`src/rtl/risc_ctrl_pkg.sv`:
```
// Shared types and opcode map for the multi-cycle accumulator controller.
package risc_ctrl_pkg;
  typedef enum logic [2:0] {
    S_RESET   = 3'd0,
    S_FETCH   = 3'd1,
    S_DECODE  = 3'd2,
    S_OPFETCH = 3'd3,
    S_STORE   = 3'd4,
    S_HALT    = 3'd5
  } state_t;

  localparam logic [2:0] OP_HLT = 3'd0;
  localparam logic [2:0] OP_SKZ = 3'd1;
  localparam logic [2:0] OP_ADD = 3'd2;
  localparam logic [2:0] OP_AND = 3'd3;
  localparam logic [2:0] OP_XOR = 3'd4;
  localparam logic [2:0] OP_LDA = 3'd5;
  localparam logic [2:0] OP_STO = 3'd6;
  localparam logic [2:0] OP_JMP = 3'd7;

  // States that hold a memory access open until mem_ready.
  function automatic logic is_wait_state(state_t s);
    return (s == S_FETCH) || (s == S_OPFETCH) || (s == S_STORE);
  endfunction
endpackage

```
`src/rtl/risc_wait_timer.sv`:
```
// Saturating stall counter; flags a bus timeout once WAIT_MAX stall cycles have elapsed.
module risc_wait_timer #(
  parameter int WAIT_MAX = 15
) (
  input  logic clk,
  input  logic rst,
  input  logic active,
  input  logic ready,
  input  logic clear,
  output logic timeout
);
  localparam int CW = (WAIT_MAX > 0) ? $clog2(WAIT_MAX + 1) : 1;
  localparam logic [CW-1:0] MAXC = CW'(WAIT_MAX);

  logic [CW-1:0] cnt;
  logic          stall;

  assign stall = active & ~ready;

  always_ff @(posedge clk or negedge rst) begin
    if (!rst)                       cnt <= '0;
    else if (clear)                 cnt <= '0;
    else if (stall && cnt != MAXC)  cnt <= cnt + 1'b1;
  end

  // A late mem_ready on the limit cycle suppresses the timeout.
  assign timeout = (WAIT_MAX > 0) && stall && (cnt == MAXC);
endmodule

```
`src/rtl/risc_ctrl_mc.sv`:
```
// Multi-cycle controller: fetch/decode/operand/store sequencing with wait handshake,
// bus watchdog, resumable HALT and illegal-opcode trap.
module risc_ctrl_mc
  import risc_ctrl_pkg::*;
#(
  parameter int OP_W     = 3,
  parameter int WAIT_MAX = 15
) (
  input  logic            clk,
  input  logic            rst,
  input  logic [OP_W-1:0] opcode,
  input  logic            is_zero,
  input  logic            mem_ready,
  input  logic            resume,
  output logic            inc_pc,
  output logic            ld_pc,
  output logic            sel,
  output logic            rd,
  output logic            wr,
  output logic            ld_ir,
  output logic            ld_ac,
  output logic            data_e,
  output logic            halted,
  output logic            bus_err,
  output logic            illegal_op
);
  state_t     state, nxt;
  logic       timeout, set_berr, set_ill, in_wait, st_chg, bad_op;
  logic [2:0] base_op;

  assign base_op = opcode[2:0];
  assign bad_op  = (OP_W > 3) && ((opcode >> 3) != '0);
  assign in_wait = is_wait_state(state);
  assign st_chg  = (nxt != state);

  risc_wait_timer #(.WAIT_MAX(WAIT_MAX)) u_timer (
    .clk     (clk),
    .rst     (rst),
    .active  (in_wait),
    .ready   (mem_ready),
    .clear   (st_chg),
    .timeout (timeout)
  );

  always_comb begin
    nxt      = state;
    inc_pc   = 1'b0;
    ld_pc    = 1'b0;
    sel      = 1'b0;
    rd       = 1'b0;
    wr       = 1'b0;
    ld_ir    = 1'b0;
    ld_ac    = 1'b0;
    data_e   = 1'b0;
    halted   = 1'b0;
    set_berr = 1'b0;
    set_ill  = 1'b0;
    case (state)
      S_RESET: nxt = S_FETCH;
      S_FETCH: begin
        rd = 1'b1;
        if (mem_ready) begin
          ld_ir  = 1'b1;
          inc_pc = 1'b1;
          nxt    = S_DECODE;
        end else if (timeout) begin
          set_berr = 1'b1;
          nxt      = S_HALT;
        end
      end
      S_DECODE: begin
        if (bad_op) begin
          set_ill = 1'b1;
          nxt     = S_HALT;
        end else begin
          case (base_op)
            OP_HLT: nxt = S_HALT;
            OP_SKZ: begin
              inc_pc = is_zero;
              nxt    = S_FETCH;
            end
            OP_STO: nxt = S_STORE;
            OP_JMP: begin
              ld_pc = 1'b1;
              sel   = 1'b1;
              nxt   = S_FETCH;
            end
            default: nxt = S_OPFETCH;
          endcase
        end
      end
      S_OPFETCH: begin
        sel = 1'b1;
        rd  = 1'b1;
        if (mem_ready) begin
          ld_ac = 1'b1;
          nxt   = S_FETCH;
        end else if (timeout) begin
          set_berr = 1'b1;
          nxt      = S_HALT;
        end
      end
      S_STORE: begin
        sel    = 1'b1;
        wr     = 1'b1;
        data_e = 1'b1;
        if (mem_ready) nxt = S_FETCH;
        else if (timeout) begin
          set_berr = 1'b1;
          nxt      = S_HALT;
        end
      end
      S_HALT: begin
        halted = 1'b1;
        // Error halts are sticky until reset.
        if (resume && !bus_err && !illegal_op) nxt = S_FETCH;
      end
      default: nxt = S_RESET;
    endcase
  end

  always_ff @(posedge clk or negedge rst) begin
    if (!rst) begin
      state      <= S_RESET;
      bus_err    <= 1'b0;
      illegal_op <= 1'b0;
    end else begin
      state      <= nxt;
      bus_err    <= bus_err | set_berr;
      illegal_op <= illegal_op | set_ill;
    end
  end
endmodule

```
`config.mk`:
```
export PLATFORM = sky130hd
export DESIGN_NAME = risc_ctrl_mc
export DESIGN_NICKNAME = d
export VERILOG_FILES = /design/src/rtl/risc_ctrl_pkg.sv /design/src/rtl/risc_wait_timer.sv /design/src/rtl/risc_ctrl_mc.sv
export SDC_FILE = /design/constraint.sdc
export NUM_CORES = 1
export LEC_CHECK = 0
export CORE_MARGIN = 4
export CORE_UTILIZATION = 41
export DETAILED_ROUTE_END_ITERATION = 6
export GPL_ROUTABILITY_DRIVEN = 0
export PLACE_DENSITY_LB_ADDON = 0.1
export SYNTH_ARGS = -nofsm -noshare
export SYNTH_HDL_FRONTEND = slang
export SYNTH_HIERARCHICAL = 1
export SYNTH_SLANG_ARGS = --single-unit
```
`constraint.sdc`:
```
create_clock -name clk -period 2.55 [get_ports clk]
set_clock_uncertainty 0.2 [all_clocks]
set_input_delay 0.51 -clock clk [delete_from_list [all_inputs] [get_ports clk]]
set_output_delay 0.51 -clock clk [all_outputs]
set_load 0.02 [all_outputs]
```
; ---- Yosys cells after proc, flatten, opt, wreduce, memory -nomap -nowiden
; Cells that the tools add are included.
[word_totals]
register_bits = 8
latch_bits = 0
ram_bits = 0
rom_bits = 0
in_bits = 8
out_inout_bits = 11
mem_count = 0
[op_classes]
n_addsub = 1
n_mul = 0
n_div = 0
n_lt_le_gt_ge = 0
n_eq_ne = 11
shifts = 0
mux = 22
bitwise = 3
n_reduce_logical = 13
[ops]
columns = op, n
row1 = one-hot mux 3 bit (5 select lines), 1
row2 = "equality test 3 bit, second input constant", 4
row3 = two-way mux 1 bit, 12
row4 = two-way mux 3 bit, 4
row5 = one-hot mux 3 bit (3 select lines), 1
row6 = two-way mux 4 bit, 2
row7 = "equality test 3 x 1 -> 1 bit, second input constant", 2
row8 = "equality test 3 x 2 -> 1 bit, second input constant", 2
row9 = logical NOT 3 bit, 2
row10 = OR reduction 2 bit, 3
row11 = "adder 4 x 1 -> 4 bit, second input constant", 1
row12 = "equality test 4 bit, second input constant", 1
row13 = "!= test 4 bit, second input constant", 1
row14 = one-hot mux 1 bit (2 select lines), 2
row15 = logical AND 1 bit, 3
row16 = != test 3 bit, 1
row17 = OR reduction 3 bit, 1
row18 = logical OR 1 bit, 2
row19 = nonzero test 2 bit, 1
row20 = bitwise AND 1 bit, 1
row21 = logical NOT 1 bit, 1
row22 = NOT 1 bit, 1
row23 = bitwise OR 1 bit, 1

; ---- Logic depth before layout (Yosys ltp)
[logic_depth]
ltp_word = 10
ltp_mapped = 11

; ---- Modules after synthesis
; The synthesis kept the hierarchy.
[by_module_without_submodules]
columns = mod, n_inst, cells_per_inst, area_per_inst_um2, seq_area_each_um2
row1 = risc_ctrl_mc, 1, 56, 429.2, 100.1
row2 = risc_wait_timer, 1, 24, 249.0, 100.1

; ---- Worst setup path before layout
; No wires, ideal clock.
[synth_path]
kind = register to register
start = register state[0]
end = register u_timer.cnt[0]
setup_time_ns = 0.125
t_arrival_ns = 2.270
required_time_ns = 2.225
slack_ns = -0.045
path_stages_with_launch = 11
period_less_slack_ns = 2.595
cell_sequence = dfrtp_1 -> or3b_1 -> o21ai_0 -> nand2b_4 -> nor2_1 -> o21ai_0 -> a22oi_1 -> o221a_2 -> a211o_1 -> nor2_1 -> mux2_2
[synth_between]
elab_chain_len = 10
[synth_rtl]
columns = element, line
row1 = start: declaration, risc_ctrl_mc.sv:27  ; state_t state, nxt;
row2 = start signal: assignment, risc_ctrl_mc.sv:128  ; state <= nxt;
row3 = equality test 3 x 1 -> 1 bit / equality test 3 x 2 -> 1 bit (equally long branches), risc_ctrl_pkg.sv:23  ; return (s == S_FETCH) || (s == S_OPFETCH) || (s == S_STORE);
row4 = logical OR 1 bit, risc_ctrl_pkg.sv:23
row5 = logical OR 1 bit (*), risc_ctrl_pkg.sv:23
row6 = net in_wait, risc_ctrl_mc.sv:28  ; logic timeout, set_berr, set_ill, in_wait, st_chg, bad_op;
row7 = bitwise AND 1 bit (*), risc_wait_timer.sv:18  ; assign stall = active & ~ready;
row8 = logical AND 1 bit (*), risc_wait_timer.sv:27  ; assign timeout = (WAIT_MAX > 0) && stall && (cnt == MAXC);
row9 = net timeout, risc_ctrl_mc.sv:28
row10 = two-way mux 3 bit (*), "risc_ctrl_mc.sv:66, risc_ctrl_mc.sv:98, risc_ctrl_mc.sv:108"
row11 = "two-way mux 3 bit, on equally long branches", "risc_ctrl_mc.sv:95, risc_ctrl_mc.sv:62"
row12 = one-hot mux 3 bit (5 select lines) (*), risc_ctrl_mc.sv:58  ; case (state)
row13 = != test 3 bit (*), risc_ctrl_mc.sv:34  ; assign st_chg = (nxt != state);
row14 = net st_chg, risc_ctrl_mc.sv:28
row15 = two-way mux 4 bit / nonzero test 2 bit (equally long branches), -
row16 = end signal: assignment, risc_wait_timer.sv:23  ; else if (stall && cnt != MAXC) cnt <= cnt + 1'b1;
row17 = end: declaration, risc_wait_timer.sv:15  ; logic [CW-1:0] cnt;
; The timed path passes the listed nets; every way through them passes the cells marked *.
; A chain may end at the register's enable or synchronous reset.

; ---- Final worst setup path
[layout_path]
start = input opcode[0]
end = output sel
[layout_between]
elab_chain_len = 3
[layout_rtl]
columns = element, line
row1 = start: declaration, risc_ctrl_mc.sv:11  ; input logic [OP_W-1:0] opcode,
row2 = equality test 3 bit, risc_ctrl_mc.sv:76  ; case (base_op)
row3 = two-way mux 1 bit, risc_ctrl_mc.sv:76
row4 = one-hot mux 1 bit (2 select lines), risc_ctrl_mc.sv:58
row5 = end: declaration, risc_ctrl_mc.sv:17  ; output logic sel,
; Every way passes these cells.

==> flow_metrics.env <==
export IMPL_seq_area_frac_synth_pct=29.5
export IMPL_initial_core_util_pct=44.0
export IMPL_layout_nets=121
export IMPL_cts_buffers=3
export IMPL_critPathMaxFanout=2
export IMPL_rsz0062_at_grt="no"
export IMPL_synth_fa_ha_area_share_pct=1.85
export IMPL_ys_ff_latch=8
export IMPL_final_core_util_pct=64.6
export IMPL_top_usage_layer="met2"
export IMPL_outcome="finished, final reports clean"
export IMPL_die_area_um2=2370
export IMPL_clock_latency_ps=250
export IMPL_synth_edf_count=0
export IMPL_io_pins=19
export IMPL_syn_nets=89
export IMPL_first_global_vias=682
export IMPL_yosys_area_share_xor_xnor_pct=1.29
export IMPL_min_period_over_period_pct=97.0
export IMPL_leakage_uw=0.000506
export IMPL_hold_viol=0
export IMPL_tritoncts="done"
export IMPL_synthesis_area_um2=678
export IMPL_cts_max_level=1
export IMPL_cp_top_family="buffers and inverters"
export IMPL_areaGrowthSynthToFinish_pct=46.9
export IMPL_clock_sinks=8
export IMPL_cp_data_required_time_ps=1840
export IMPL_synth_most_common_cell="nor2_1"
export IMPL_synthCells=80
export IMPL_post_drt_wl_per_cell_um=14.2
export IMPL_ys_types=41
export IMPL_drc=0
export IMPL_critPathMaxStageDelay_ps=420
export IMPL_ff_latch_area_um2=200
export IMPL_yosys_area_top_type="dfrtp_1"
export IMPL_grt_max_degree=14
export IMPL_synth_flop_cell="dfrtp_1"
export IMPL_cp_cell_sequence="clkdlybuf4s50_1 -> and2_1 -> and4_2 -> a211o_1 -> buf_2"
export IMPL_grt_pass1_wl_um=3020
export IMPL_met3_usage_pct=5.83
export IMPL_met1_usage_pct=20.5
export IMPL_avgSynthCellArea_um2=8.48
export IMPL_placedCellCount=123
export IMPL_critPathBufInv=2
export IMPL_die_h_um=48.7
export IMPL_drt_iter0_drc=17
export IMPL_report_final_slew_viol_count=0
export IMPL_grt_ovfl_total=0
export IMPL_fin_crit_ps=2470
export IMPL_synth_compound_area_share_pct=18.6
export IMPL_synth_area_leaders="dfrtp_1 (30%), nor2_1 (5.5%), inv_1 (4.4%), a31oi_1 (2.8%), and2_1 (2.8%)"
export IMPL_synth_top_cell_area_share_pct=29.5
export IMPL_final_cells=126
export IMPL_crit_slowest_cell="clkdlybuf4s50_1"
export IMPL_multi_input_area_um2=443
export IMPL_power_density_nw_per_um2=744
export IMPL_grtUsageTotal_pct=15.9
export IMPL_fillers=146
export IMPL_worstSetupPathType="input port to output port"
export IMPL_die_w_um=48.7
export IMPL_vias_per_cell=5.46
export IMPL_ff2ff_setup_slack_ps=150
export IMPL_grtUsageMet2_pct=25.7
export IMPL_synth_top_family_by_area="simple AND/OR/NAND/NOR gates"
export IMPL_clock_fmax_mhz=404
export IMPL_synthSimpleGateAreaFrac_pct=35.4
export IMPL_critPathArrivalTime_ps=1760
export IMPL_rows=14
export IMPL_yosys_warnings=6
export IMPL_async_flop_share_pct=100
export IMPL_antenna_found_initial=0
export IMPL_layout_drive_gt1_share_pct=33.6
export IMPL_hold_path_class="register to register"
export IMPL_post_cts_repair_setup_buffers=0
export IMPL_ant_nets=0
export IMPL_num_antenna_cells=0
export IMPL_dpl_hpwl_um=1290
export IMPL_core_um2=1540
export IMPL_synth_mux_area_share_pct=3.14
export IMPL_cts_root_buf="clkbuf_4"
export IMPL_endpoint_kind="output port"
export IMPL_worstSetupStartpointType="input port"
export IMPL_setup_viol_count_final=0
export IMPL_firstDrtPassIters=4
export IMPL_clockBufferDepth=2
export IMPL_ir_drop_v=0.000546
export IMPL_path_clk_slew_ps=60
export IMPL_num_vias=688
export IMPL_portBuffers=17
export IMPL_drt_wl_total_um=1790
export IMPL_ys_top_cells_by_count="nor2_1 (10), dfrtp_1 (8), inv_1 (8)"
export IMPL_cap_violations=0
## cell usage in the layout, fill, tap and decap left out, types with 2 or more instances in the layout
cell,instances
clkbuf_4,3
dlygate4sd2_1,4
nand3b_1,2
and2_1,3
nand3_1,2
nor3_1,2
a21oi_1,2
dfrtp_1,8
a31oi_1,3
inv_1,7
a22oi_1,2
dlymetal6s2s_1,4
nand2b_1,2
buf_4,14
nor2_1,9
clkdlybuf4s50_1,6
## state kept, by name (all words and copies together), names as in the netlist
register     count
bus_err          1
u_timer/cnt      4
state            3
## final cells by class
type	count	area share, %
Clock buffer	3	2.26
Timing Repair Buffer	32	28.1
Sequential cell	8	20.1
Inverter	8	3.02
Multi-Input combinational cell	59	44.5
Tap cell	16	2.01
## cell families after synthesis
| family | Yosys count |
|---|---|
| flops | 8 |
| buf+inv | 13 |
| fa+ha+maj | 1 |
| mux | 2 |
| other cells | 1 |
| simple gates | 36 |
| compound gates | 18 |
| xor+xnor | 1 |
## power breakdown
group | leakage (uW) | internal [uW] | switching (uW)
registers | 0.000106 | 153 | 19.8
clock network | 0.0000138 | 54.0 | 44.9
logic | 0.000386 | 218 | 250
total | 0.000506 | 426 | 315
## per-layer routing
layer  wire length [um]  part of all wire (%)
met2                866                    48
met3                109                   6.1
met1                803                    45
met5                  0                     0
met4                 14                  0.78
## stage by stage
stage               instance area [um^2]  hold slack (ps)  setup TNS [ps]  total power, uW  setup WS, ps
finish                               996              293               0              741          77.3
global route                         996              329               0              794          12.1
CTS                                  978              298               0              740          13.2
detailed placement                   948              285           -1710              636          -287
global placement                     948              287           -1420              630          -251
floorplan                            681             14.4               0              460          32.5
## final timing paths
check                                             end  cells after the start          startpoint
max                                               sel                      5           opcode[0]
min                                 bus_err$_DFF_PN0_                      1   bus_err$_DFF_PN0_
max reg2reg                u_timer/cnt[1]$_DFFE_PN0P_                     10  state[0]$_DFF_PN0_
min reg2reg                         bus_err$_DFF_PN0_                      1   bus_err$_DFF_PN0_
max in group asynchronous          state[0]$_DFF_PN0_                      1                 rst
min in group asynchronous           bus_err$_DFF_PN0_                      1                 rst
## repair_timing
action	4_1_cts	5_1_grt
resized for setup	14	12
hold buffers	0	0
cloned	0	0
endpoints found under the setup margin	9	6
pin swaps	0	3
No activity file was read; power rests on OpenSTA's default activity.
